File: src/rtl/sram_resp_pkg.sv
`default_nettype none
// ============================================================================
//  Module      : sram_resp_pkg
//  Description : Shared types and constants for the SRAM bus responder.
//  Revision    : 1.0  initial release
// ============================================================================
package sram_resp_pkg;

    localparam int WAIT_CNT_W = 4;

    typedef enum logic [2:0] {
        ST_IDLE    = 3'd0,
        ST_SETUP   = 3'd1,
        ST_STROBE  = 3'd2,
        ST_ACK     = 3'd3,
        ST_RECOVER = 3'd4
    } state_t;

endpackage
`default_nettype wire

File: src/rtl/sram_resp_rcache.sv
`default_nettype none
// ============================================================================
//  Module      : sram_resp_rcache
//  Description : One-entry read cache (valid, 19-bit tag, 16-bit word).
//                Only instantiated when SRAM_RESP_READ_CACHE_EN is defined.
//  Revision    : 1.0  initial release
// ============================================================================
module sram_resp_rcache (
    input  logic        clk,
    input  logic        reset,
    input  logic [18:0] lookup_addr,
    output logic        hit,
    output logic [15:0] hit_data,
    input  logic        fill_en,
    input  logic [18:0] fill_addr,
    input  logic [15:0] fill_data,
    input  logic        inval_en,
    input  logic [18:0] inval_addr
);

    logic        r_valid;
    logic [18:0] r_tag;
    logic [15:0] r_data;

    assign hit      = r_valid && (r_tag == lookup_addr);
    assign hit_data = r_data;

    // Fill wins over invalidate; the two never coincide because a fill
    // happens mid-transaction and an invalidate only at request time.
    always_ff @(posedge clk) begin
        if (!reset) begin
            r_valid <= 1'b0;
            r_tag   <= '0;
            r_data  <= '0;
        end else if (fill_en) begin
            r_valid <= 1'b1;
            r_tag   <= fill_addr;
            r_data  <= fill_data;
        end else if (inval_en && (inval_addr == r_tag)) begin
            r_valid <= 1'b0;
        end
    end

endmodule
`default_nettype wire

File: src/rtl/sram_bus_responder.sv
`default_nettype none
// ============================================================================
//  Module      : sram_bus_responder
//  Description : Bus-to-asynchronous-SRAM responder with programmable strobe
//                width. Optional read cache via SRAM_RESP_READ_CACHE_EN.
//  Revision    : 1.0  initial release
// ============================================================================
module sram_bus_responder
    import sram_resp_pkg::*;
#(
    parameter int WAIT_STATES = 2
) (
    input  logic        clk,
    input  logic        reset,
    input  logic        bus_access,
    input  logic        bus_wr_en,
    input  logic [18:0] bus_addr,
    input  logic [1:0]  bus_bytesel,
    input  logic [15:0] bus_wdata,
    output logic [15:0] bus_rdata,
    output logic        bus_ack,
    output logic [18:0] sram_addr,
    output logic [15:0] sram_dq_o,
    input  logic [15:0] sram_dq_i,
    output logic        sram_dq_oe,
    output logic        sram_ce_n,
    output logic        sram_oe_n,
    output logic        sram_we_n,
    output logic        sram_ub_n,
    output logic        sram_lb_n
);

    localparam logic [WAIT_CNT_W-1:0] c_cnt_load = WAIT_CNT_W'(WAIT_STATES - 1);

    state_t                r_state;
    logic [WAIT_CNT_W-1:0] r_cnt;
    logic                  r_wr_en;
    logic [18:0]           r_addr;
    logic [1:0]            r_bytesel;
    logic [15:0]           r_wdata;

    logic                  w_null_wr;
    logic                  w_hit_rd;
    logic [15:0]           w_hit_data;

    // A write with no byte lanes selected runs the full timing but never
    // touches the SRAM.
    assign w_null_wr = r_wr_en && (r_bytesel == 2'b00);

`ifdef SRAM_RESP_READ_CACHE_EN
    logic w_cache_hit;
    logic w_fill;
    logic w_inval;

    assign w_fill   = (r_state == ST_STROBE) && !r_wr_en && (r_cnt == '0);
    assign w_inval  = (r_state == ST_IDLE) && bus_access && bus_wr_en;
    assign w_hit_rd = bus_access && !bus_wr_en && w_cache_hit;

    sram_resp_rcache u_rcache (
        .clk         (clk),
        .reset       (reset),
        .lookup_addr (bus_addr),
        .hit         (w_cache_hit),
        .hit_data    (w_hit_data),
        .fill_en     (w_fill),
        .fill_addr   (r_addr),
        .fill_data   (sram_dq_i),
        .inval_en    (w_inval),
        .inval_addr  (bus_addr)
    );
`else
    assign w_hit_rd   = 1'b0;
    assign w_hit_data = 16'h0000;
`endif

    always_ff @(posedge clk) begin
        if (!reset) begin
            r_state    <= ST_IDLE;
            r_cnt      <= '0;
            r_wr_en    <= 1'b0;
            r_addr     <= '0;
            r_bytesel  <= '0;
            r_wdata    <= '0;
            bus_rdata  <= '0;
            bus_ack    <= 1'b0;
            sram_addr  <= '0;
            sram_dq_o  <= '0;
            sram_dq_oe <= 1'b0;
            sram_ce_n  <= 1'b1;
            sram_oe_n  <= 1'b1;
            sram_we_n  <= 1'b1;
            sram_ub_n  <= 1'b1;
            sram_lb_n  <= 1'b1;
        end else begin
            case (r_state)
                ST_IDLE: begin
                    bus_ack <= 1'b0;
                    if (bus_access) begin
                        r_wr_en   <= bus_wr_en;
                        r_addr    <= bus_addr;
                        r_bytesel <= bus_bytesel;
                        r_wdata   <= bus_wdata;
                        if (w_hit_rd) begin
                            bus_rdata <= w_hit_data;
                            r_state   <= ST_ACK;
                        end else begin
                            r_state   <= ST_SETUP;
                        end
                    end
                end

                ST_SETUP: begin
                    sram_addr <= r_addr;
                    r_cnt     <= c_cnt_load;
                    sram_ce_n <= w_null_wr;
                    if (r_wr_en) begin
                        sram_dq_oe <= 1'b1;
                        sram_dq_o  <= r_wdata;
                    end else begin
                        sram_oe_n  <= 1'b0;
                    end
                    r_state <= ST_STROBE;
                end

                ST_STROBE: begin
                    if (r_wr_en) begin
                        sram_we_n <= w_null_wr;
                        sram_ub_n <= ~r_bytesel[1];
                        sram_lb_n <= ~r_bytesel[0];
                    end else begin
                        sram_ub_n <= 1'b0;
                        sram_lb_n <= 1'b0;
                    end
                    if (r_cnt == '0) begin
                        if (!r_wr_en) begin
                            bus_rdata <= sram_dq_i;
                        end
                        r_state <= ST_ACK;
                    end else begin
                        r_cnt <= r_cnt - 1'b1;
                    end
                end

                // Write data stays on the bus through ACK to cover SRAM hold time.
                ST_ACK: begin
                    bus_ack   <= 1'b1;
                    sram_ce_n <= 1'b1;
                    sram_oe_n <= 1'b1;
                    sram_we_n <= 1'b1;
                    sram_ub_n <= 1'b1;
                    sram_lb_n <= 1'b1;
                    r_state   <= ST_RECOVER;
                end

                ST_RECOVER: begin
                    bus_ack    <= 1'b0;
                    sram_dq_oe <= 1'b0;
                    sram_ce_n  <= 1'b1;
                    sram_oe_n  <= 1'b1;
                    sram_we_n  <= 1'b1;
                    sram_ub_n  <= 1'b1;
                    sram_lb_n  <= 1'b1;
                    r_state    <= ST_IDLE;
                end

                default: begin
                    r_state <= ST_IDLE;
                end
            endcase
        end
    end

endmodule
`default_nettype wire

File: config.mk
export PLATFORM = sky130hd
export DESIGN_NAME = sram_bus_responder
export DESIGN_NICKNAME = d
export VERILOG_FILES = /design/src/rtl/sram_resp_pkg.sv /design/src/rtl/sram_resp_rcache.sv /design/src/rtl/sram_bus_responder.sv
export SDC_FILE = /design/constraint.sdc
export NUM_CORES = 1
export LEC_CHECK = 0
export BUFFER_PORTS_ARGS = -buffer_cell sky130_fd_sc_hd__buf_2
export CORE_ASPECT_RATIO = 1.75
export CORE_MARGIN = 1.5
export CORE_UTILIZATION = 45
export CTS_CLUSTER_DIAMETER = 40
export DETAILED_ROUTE_END_ITERATION = 10
export PLACE_DENSITY = 0.82
export SETUP_SLACK_MARGIN = 0.02
export SYNTH_ARGS = -nofsm -noshare
export SYNTH_HDL_FRONTEND = slang
export SYNTH_SLANG_ARGS = --single-unit
File: constraint.sdc
create_clock -name clk -period 3.9 [get_ports clk]
set_clock_uncertainty 0.1 [all_clocks]
set_input_delay 0.195 -clock clk [delete_from_list [all_inputs] [get_ports clk]]
set_output_delay 0.195 -clock clk [all_outputs]
set_load 0.01 [all_outputs]
==> results of run 1 <==
[synth_stat cells, types with 3 or more instances]
cell type	number	area share, %
nand4_1	3	0.47
nand3_1	20	2.5
nor2_1	5	0.47
buf_4	5	0.93
a21boi_2	10	2.8
and3_1	3	0.47
a21boi_0	63	12
dfxtp_1	103	51
nor3_1	5	0.62
inv_1	5	0.47
clkbuf_1	18	1.7
o21ai_0	26	3.2
a21oi_1	3	0.37
buf_2	9	1.1
nand2_1	170	16
nand2b_1	5	0.78
[power by group through the flow]
stage / Clock [mW] / Sequential, mW / Combinational, mW
6_report: 0.900 / 1.16 / 0.317
5_1_grt: 0.970 / 1.17 / 0.353
4_1_cts: 0.924 / 1.16 / 0.317
3_5_place_dp: 0 / 1.19 / 0.293
3_3_place_gp: 0 / 1.18 / 0.283
2_1_floorplan: 0 / 1.18 / 0.199
[metal layers]
metal	wire (um)	part of all wire, %	up-vias	track usage (%)
met5	0	0	-	0
met4	223	2.3	0	10.4
met3	412	4.3	21	4.25
met2	5070	53	109	37.6
met1	3870	40	1641	22.0
li1	-	-	1817	-
[final cells by class]
type / instances / area, sq um
clock buffers: 9 / 225
clock inverters: 7 / 81.3
fillers: 762 / 3450
inverters: 5 / 18.8
multi-input cells: 335 / 1790
flip-flops and latches: 103 / 2060
well taps: 117 / 146
repair buffers: 148 / 901
[final timing paths]
path / from / end / slack (ns)
worst min register to register: r_addr[10]$_SDFFE_PN0P_ / sram_addr[10]$_SDFFE_PN0P_ / 0.36
worst max-delay path: r_cnt[0]$_SDFFE_PN0P_ / bus_rdata[3]$_SDFFE_PN0P_ / 1.39
worst min-delay path: bus_addr[14] / r_addr[14]$_SDFFE_PN0P_ / 0.009
worst max register to register: r_cnt[0]$_SDFFE_PN0P_ / bus_rdata[3]$_SDFFE_PN0P_ / 1.39
[cell usage in the layout, fill, tap and decap left out, types with 4 or more instances in the layout]
| master | n |
|---|---|
| clkbuf_16 | 9 |
| nor2_1 | 5 |
| nand2b_1 | 5 |
| a21boi_0 | 63 |
| dfxtp_1 | 103 |
| inv_1 | 5 |
| nor3_1 | 5 |
| nand3_1 | 20 |
| dlygate4sd3_1 | 30 |
| buf_2 | 114 |
| buf_4 | 4 |
| a21boi_2 | 10 |
| nand2_1 | 170 |
| o21ai_0 | 26 |
[worst min-delay path, stage by stage]
cell	delay [ns]
buf_2	0.10
nand2_1	0.04
a21boi_0	0.06
[stage by stage]
stage,worst slack (ns),hold WS [ns]
after floorplan,2.32,0.230
after global placement,1.63,0.335
after detailed placement,1.43,0.350
after CTS,1.44,0.000868
after global routing,1.14,0.0124
final,1.39,0.00919
[cell families (layout without fill, tap and decap cells)]
family                     Yosys count  in the layout  share of synthesized area, %
and+or+nand+nor                    220            220                          23.3
AOI/OAI and AO/OA                  110            110                          19.7
DFF                                103            103                          51.1
buffers and inverters               39            169                          4.56
adders and majority gates            2              2                         0.621
xor gates and xnor gates             2              2                         0.435
muxes                                1              1                         0.248
[registers in the layout (all words and copies together), names as in the netlist]
signal,count
bus_ack,1
bus_rdata,16
r_addr,19
r_bytesel,2
r_cnt,4
r_state,3
r_wdata,16
r_wr_en,1
sram_addr,19
sram_ce_n,1
sram_dq_o,16
sram_dq_oe,1
sram_lb_n,1
sram_oe_n,1
sram_ub_n,1
sram_we_n,1
[timing repair]
item | 4_1_cts | 5_1_grt
hold endpoints to repair | 30 | 0
resized for setup | 0 | 0
hold buffers | 30 | 0
==> flow_summary_export.csv, run 1 <==
group,metric,value,unit
clocking,root_buffer,"clkbuf_16",
global_routing,gr-total-overflow,0,
sta,fin_crit,2.51,ns
finish,final_cell_area,5220,sq um
setup_path,worstPathMaxFanout,32,
placed_design,place_area,4610,sq um
route,routedWlPerCell,13.2,um
setup_path,cp_num_cells,6,
setup_path,start_kind,"register",
global_routing,grt_pass1_wl,15400,um
clocking,clkSinkCount,103,
route,route.detailed.drc,0,
synth,yosysSeqAreaShare,51.1,%
route,postRouteAntennaNets,0,
sta,rsz0062_at_grt,"no",
synth,ys_seq_elements,103,
setup_path,path_cells,"inv_1 -> ha_1 -> nor3b_1 -> nand4_1 -> nand3_1 -> o21ai_0",
synth,synth_warnings,0,
floorplanning,ios,115,
setup_path,arrival,2.58,ns
synth,synth.net_count,536,
floorplanning,rows,45,
run_status,status,"completed",
min_path,min_path_type,"input port to register",
route,drtPass1Iterations,4,
floorplanning,floorplan.initialDensity,46.5,%
route,viasPerCell,4.96,
floorplanning,core-area,8670,sq um
clocking,cts_setup_buffers,0,
finish,diodes,0,
sta,slew_violations,0,
sta,tightest_slew,1.10,ns
clocking,clk_path_buf_depth,2,
floorplanning,die-width,74.6,um
placed_design,port-buffer-count,114,
power_and_ir_drop,power.density,456,nW/um^2
power_and_ir_drop,sw_frac_of_total,26.3,%
power_and_ir_drop,p_sw,0.625,mW
setup_path,critical-path-top-delay-family,"simple AND/OR/NAND/NOR gates",
power_and_ir_drop,pwr-share-seq,48.9,%
clocking,cts_tree,"built",
setup_path,end_kind,"register",
placed_design,post-dp-hpwl,6110,um
setup_path,rr_worst_depth,6,
power_and_ir_drop,peakVddDrop,400,uV
placed_design,globalplace.congestion,0.766,
setup_path,critPathSlowestCell,"nand4_1",
clocking,numCtsBuffers,9,
finish,syn_to_final_growth,29.5,%
global_routing,track_usage,20.8,%
clocking,htree_levels,3,
synth,synthCells,477,
sta,period_share,64.3,%
global_routing,grt_max_degree,75,
synth,synth_edf_count,0,
finish,final_nets,661,
setup_path,critPathKind,"register to register",
finish,utilization,60.2,%
sta,setup_viol,0,
job,cap_viol_max_count,0,
route,via_count,3588,
setup_path,max_stage_delay,0.85,ns
clocking,clkLatencyLatePin,0.34,ns
sta,max_freq,0.399,GHz
power_and_ir_drop,p_clk_share,37.8,%
sta,final_hold_viol_count,0,
synth,syn-cell-area,4030,sq um
synth,synth_area_per_cell,8.45,sq um
finish,final_cell_count_no_fill,724,
min_path,min_path_cells,3,
global_routing,grt_pass1_vias,3480,
route,wl,9580,um
route,drt_iter0_drc,182,
sta,tns,0,ns
clocking,path_clk_slew,0.07,ns
power_and_ir_drop,power,2.38,mW
global_routing,antenna_found_initial,0,
setup_path,critPathBufInv,1,
synth,async_reset_ff_share,0,%
finish,layout-drive-gt1-share,24.4,%
floorplanning,dieArea,9560,sq um
power_and_ir_drop,leakagePower,2.19,nW
power_and_ir_drop,internal-power,1.75,mW
floorplanning,die_h,128,um
synth,synth_cell_types,34,
placed_design,dp_cells,678,
setup_path,cp_data_required_time,3.98,ns
power_and_ir_drop,comb_power_share,13.3,%
synth,synth-main-ff-cell,"dfxtp_1",
sta,maxSlewHeadroom,26.6,%
Power figures use the tool's default switching activity.
==> run 2, diff against run 1 <==
- PLACE_DENSITY: 0.82 -> 0.84
- clock period: 3.9 -> 2.1 ns (I/O delays scaled with it)
==> run 2 against run 1 <==
- die area unchanged
- setup slack worse by 1.0 ns
- first-iteration DRC count up 16%
- sequential share of layout area down 2.3 points
- fmax up 44%
- count of clock-buffer cells in the layout up 4
- critical endpoint unchanged
- highest routed layer unchanged
==> flow_summary_export.csv, run 2 (synthesis gave the netlist of run 1 again) <==
group,metric,value,unit
setup_path,start_kind,"register",
global_routing,track_usage,22.6,%
global_routing,grt_pass1_wl,16700,um
clocking,htree_levels,3,
global_routing,grt.met3_usage,5.50,%
setup_path,critical_path.startpoint,"r_cnt[0]$_SDFFE_PN0P_",
clocking,path_clk_slew,0.06,ns
global_routing,gr-usage-met2,39.5,%
floorplanning,ios,115,
sta,max_freq,0.576,GHz
finish,utilization,64.0,%
finish,final_cell_mix,"nand2_1, buf_2, dfxtp_1",
power_and_ir_drop,leakagePower,2.34,nW
sta,rsz0062_at_grt,"no",
route,routedWlPerCell,13.7,um
route,drt_iter0_drc,211,
min_path,min_path_type,"input port to register",
global_routing,antenna_found_initial,0,
sta,slew_violations,0,
clocking,cts_tree,"built",
setup_path,arrival,1.85,ns
route,postRouteAntennaNets,0,
clocking,clkLatencyLatePin,0.34,ns
setup_path,cp_data_required_time,2.21,ns
finish,multi_input_area,1790,sq um
sta,fin_crit,1.74,ns
sta,tns,0,ns
power_and_ir_drop,power.density,799,nW/um^2
run_status,status,"completed",
placed_design,post-dp-hpwl,6370,um
floorplanning,floorplan.initialDensity,46.5,%
sta,period_share,82.7,%
floorplanning,die_h,128,um
floorplanning,dieArea,9560,sq um
clocking,clkSinkCount,103,
setup_path,endpoint,"bus_rdata[3]$_SDFFE_PN0P_",
setup_path,cp_num_cells,7,
placed_design,port-buffer-count,114,
route,wl,10400,um
placed_design,globalplace.congestion,0.767,
global_routing,grt_max_degree,47,
route,viasPerCell,5.07,
floorplanning,die-width,74.6,um
global_routing,grt_pass1_vias,3744,
floorplanning,rows,45,
setup_path,regToRegSetupSlack,0.36,ns
job,cap_viol_max_count,0,
sta,final_hold_viol_count,0,
finish,fillerInstances,712,
clocking,clk_path_buf_depth,2,
clocking,cts_setup_buffers,0,
route,via_count,3835,
finish,layout-drive-gt1-share,24.2,%
sta,maxSlewHeadroom,64.2,%
finish,syn_to_final_growth,37.6,%
clocking,numCtsBuffers,9,
finish,final_nets,694,
setup_path,r2r-start,"r_cnt[0]$_SDFFE_PN0P_",
finish,final_common_cell,"nand2_1",
setup_path,critPathKind,"register to register",
route,drtPass1Iterations,4,
setup_path,rr_worst_depth,7,
route,route.detailed.drc,0,
sta,setup_viol,0,
clocking,root_buffer,"clkbuf_16",
setup_path,critPathBufInv,2,
setup_path,path_cells,"inv_1 -> ha_1 -> nor3b_1 -> nand4_1 -> buf_4 -> nand3_1 -> o21ai_0",
setup_path,r2r_end,"bus_rdata[3]$_SDFFE_PN0P_",
finish,seq_area,2060,sq um
setup_path,critPathSlowestCell,"dfxtp_1",
global_routing,top_usage_layer,"met2",
global_routing,grt_use_met1,24.1,%
global_routing,gr-total-overflow,0,
setup_path,worstPathMaxFanout,32,
finish,reg_top3,"r_addr (19), sram_addr (19)",
setup_path,critical-path-top-delay-family,"simple AND/OR/NAND/NOR gates",
setup_path,end_kind,"register",
sta,tightest_slew,0.536,ns
power_and_ir_drop,peakVddDrop,536,uV
finish,diodes,0,
setup_path,max_stage_delay,0.32,ns
floorplanning,core-area,8670,sq um
run 2: cell count changes in the layout (fill, tap and decap cells not counted), sizes merged:
cell and change:
dlygate4sd3 +26, buf +7, clkbuf +4, inv -2
bufinv -1, clkinvlp -1
run 2: repair_timing:
action,CTS,global route
resized for setup,0,0
hold buffers,56,0
hold endpoints to repair,55,0
endpoints found under the setup margin,0,0
run 2: worst min path at each step:
stage	start	to	slack, ns	cells after the start
after global placement	sram_dq_i[3]	bus_rdata[3]$_SDFFE_PN0P_	0.25	3
final	reset	bus_rdata[4]$_SDFFE_PN0P_	0.02	3
after global routing	reset	bus_rdata[4]$_SDFFE_PN0P_	0.04	3
after CTS	reset	bus_rdata[9]$_SDFFE_PN0P_	0.003	3
after detailed placement	sram_dq_i[13]	bus_rdata[13]$_SDFFE_PN0P_	0.26	3
after floorplan	bus_addr[2]	r_addr[2]$_SDFFE_PN0P_	0.14	2
run 2: per-layer routing:
| layer | up-vias | share of wire, % |
|---|---|---|
| met5 | - | 0 |
| met4 | 0 | 3.9 |
| met3 | 34 | 5.1 |
| met2 | 135 | 53 |
| met1 | 1780 | 38 |
| li1 | 1886 | - |
run 2: report_power, final:
part	switching (mW)	internal (mW)
Combinational	0.374	0.307
Sequential	0.0722	2.07
Clock	0.678	0.927
Total	1.12	3.31
run 2: cell type report:
type / count / area share (%)
clock inverter: 3 / 0.271
clock buffer: 13 / 5.05
sequential: 103 / 37.2
inverter: 5 / 0.338
multi-input combinational: 335 / 32.2
timing repair buffer: 181 / 22.3
tap: 117 / 2.64
run 2: tightest hold or removal path: cells and delay by family:
kind                   cells  cell delay, ns
buffers and inverters      1            0.17
AND/OR/NAND/NOR            1            0.08
AO/OA/AOI/OAI              1            0.06
run 2: per-stage QoR:
stage / power [mW] / hold WS [ns] / worst slack, ns / cells / area, sq um
after global placement: 2.75 / 0.249 / 0.489 / 685 / 4690
final: 4.43 / 0.0167 / 0.363 / 757 / 5550
after floorplan: 2.57 / 0.140 / 0.519 / 477 / 4030
after global routing: 4.63 / 0.0374 / 0.210 / 757 / 5550
after detailed placement: 2.78 / 0.259 / 0.407 / 685 / 4690
after CTS: 4.45 / 0.00276 / 0.396 / 757 / 5550
==> run 3, diff against run 2 <==
- ABC_AREA: default -> 1
- PLACE_DENSITY: 0.84 -> 0.83
- clock period: 2.1 -> 1.7 ns (I/O delays scaled with it)
==> run 3 against run 2 <==
- the run now ends with design-rule violations left
- cell count down 9.0%
- utilization up 0.98 points
- synthesized cell count down 8.2%
- critical path type unchanged
- die area down 7.5%
==> flow_summary_export.csv, run 3 <==
group,metric,value,unit
setup_path,worstPathMaxFanout,34,
power_and_ir_drop,power.density,1150,nW/um^2
sta,setup_viol,0,
synth,synth_cell_types,24,
setup_path,start_kind,"register",
power_and_ir_drop,power,5.96,mW
global_routing,grt_max_degree,77,
global_routing,grt_pass1_wl,14300,um
setup_path,arrival,1.69,ns
floorplanning,rows,43,
clocking,cts_tree,"built",
route,drtPass1Iterations,8,
finish,fillerInstances,655,
finish,final_cell_mix,"buf_2, dfxtp_1, o21ai_0",
route,postRouteAntennaNets,0,
power_and_ir_drop,leakagePower,2.35,nW
clocking,htree_levels,3,
synth,yosysSeqAreaShare,55.5,%
synth,synth_edf_count,0,
floorplanning,die-width,71.7,um
sta,fin_crit,1.53,ns
finish,multi_input_area,1290,sq um
setup_path,cp_data_required_time,1.86,ns
synth,synth_top_cell_by_area,"dfxtp_1",
finish,final_common_cell,"buf_2",
sta,slew_violations,0,
route,viasPerCell,4.97,
clocking,cts_setup_buffers,0,
synth,synth.net_count,497,
synth,synthTopCellsByArea,"dfxtp_1, o21ai_0, a21oi_1",
clocking,clk_path_buf_depth,2,
global_routing,antenna_found_initial,0,
floorplanning,die_h,123,um
job,cap_viol_max_count,0,
clocking,clkSinkCount,103,
sta,rsz0062_at_grt,"no",
route,drt_iter0_drc,191,
sta,max_freq,0.653,GHz
setup_path,end_kind,"register",
finish,final_nets,654,
run_status,violations,"design-rule violations",
finish,layout-drive-gt1-share,24.2,%
placed_design,post-dp-hpwl,5550,um
synth,synth-main-ff-cell,"dfxtp_1",
floorplanning,dieArea,8840,sq um
floorplanning,ios,115,
min_path,min_path_type,"input port to register",
synth,synthCells,438,
clocking,path_clk_slew,0.06,ns
clocking,numCtsBuffers,9,
route,via_count,3427,
global_routing,track_usage,20.2,%
synth,ys_seq_elements,103,
synth,async_reset_ff_share,0,%
finish,seq_area,2060,sq um
synth,synth_warnings,0,
finish,reg_top3,"r_addr (19), sram_addr (19)",
synth,yosys.cell_count.top_type,"dfxtp_1",
synth,synthTopCellsByCount,"dfxtp_1, o21ai_0, a21oi_1",
sta,tightest_slew,0.411,ns
power_and_ir_drop,peakVddDrop,787,uV
sta,tns,0,ns
finish,diodes,0,
floorplanning,floorplan.initialDensity,46.7,%
placed_design,globalplace.congestion,0.755,
synth,syn-cell-area,3720,sq um
run_status,status,"finished with violations",
finish,syn_to_final_growth,39.1,%
global_routing,grt_pass1_vias,3277,
synth,synth_area_per_cell,8.49,sq um
sta,maxSlewHeadroom,72.6,%
clocking,root_buffer,"clkbuf_16",
setup_path,critPathKind,"register to register",
route,route.detailed.drc,10,
route,wl,8800,um
sta,period_share,90.1,%
global_routing,gr-total-overflow,0,
sta,final_hold_viol_count,0,
clocking,clkLatencyLatePin,0.33,ns
floorplanning,core-area,7960,sq um
placed_design,port-buffer-count,114,
route,routedWlPerCell,12.8,um
synth,yosysTopAreaCellShare,55.5,%
## run 3: cell type report
type / instances / area share (%)
flip-flops and latches: 103 / 39.9
multi-input cells: 259 / 25.0
repair buffers: 173 / 23.0
clock buffers: 11 / 4.50
inverters: 49 / 3.65
well taps: 90 / 2.18
clock inverters: 4 / 1.84
## run 3: report_power, final
part	switching, mW	internal, mW	leakage [nW]	total [mW]
registers	0.106	2.65	0.845	2.76
clock network	0.828	1.43	0.160	2.26
logic	0.535	0.408	1.34	0.943
total	1.47	4.49	2.35	5.96
## run 3: metal layers
metal / global-route usage [%] / share of wire [%] / routed length (um)
met1: 22.5 / 40 / 3520
met2: 37.1 / 53 / 4650
met3: 3.75 / 5.0 / 440
met4: 8.49 / 2.1 / 184
met5: 0 / 0 / 0
## run 3: through the flow
step	util, %	cells	cell area, sq um	hold WS [ns]	worst slack, ns
after floorplan	-	438	3720	0.148	0.327
after detailed placement	53.9	619	4290	0.243	0.213
after global routing	64.9	689	5170	0.101	0.0358
after CTS	64.9	689	5170	0.0653	0.206
final	64.9	689	5170	0.0659	0.169
after global placement	53.9	619	4290	0.235	0.268
## run 3: final timing paths
check	slack, ns	endpoint	startpoint	cells past startpoint
max reg2reg	0.17	sram_dq_o[8]$_SDFFE_PN0P_	r_state[0]$_SDFFE_PN0P_	6
max	0.17	sram_dq_o[8]$_SDFFE_PN0P_	r_state[0]$_SDFFE_PN0P_	6
min reg2reg	0.35	sram_addr[4]$_SDFFE_PN0P_	r_addr[4]$_SDFFE_PN0P_	2
min	0.07	r_state[2]$_SDFFE_PN0P_	reset	3
## run 3: logic make-up after synthesis
group	Yosys count	share of synthesized area, %
buffers and inverters	76	9.79
adder cells (fa/ha/maj)	2	0.673
flip-flops	103	55.5
AND/OR/NAND/NOR	84	10.6
AO/OA/AOI/OAI	173	23.4
## run 3: worst max-delay path, stage by stage (launching register included)
cell	delay, ns
dfxtp_1	0.38
inv_2	0.07
nor2_4	0.13
nand2_4	0.11
nor2_8	0.34
o21ai_0	0.15
a21oi_1	0.16
## run 3: what timing repair did
action / 4_1_cts / 5_1_grt
hold buffers: 55 / 0
resized for setup: 0 / 2
hold endpoints to repair: 55 / 0
endpoints found under the setup margin: 0 / 2
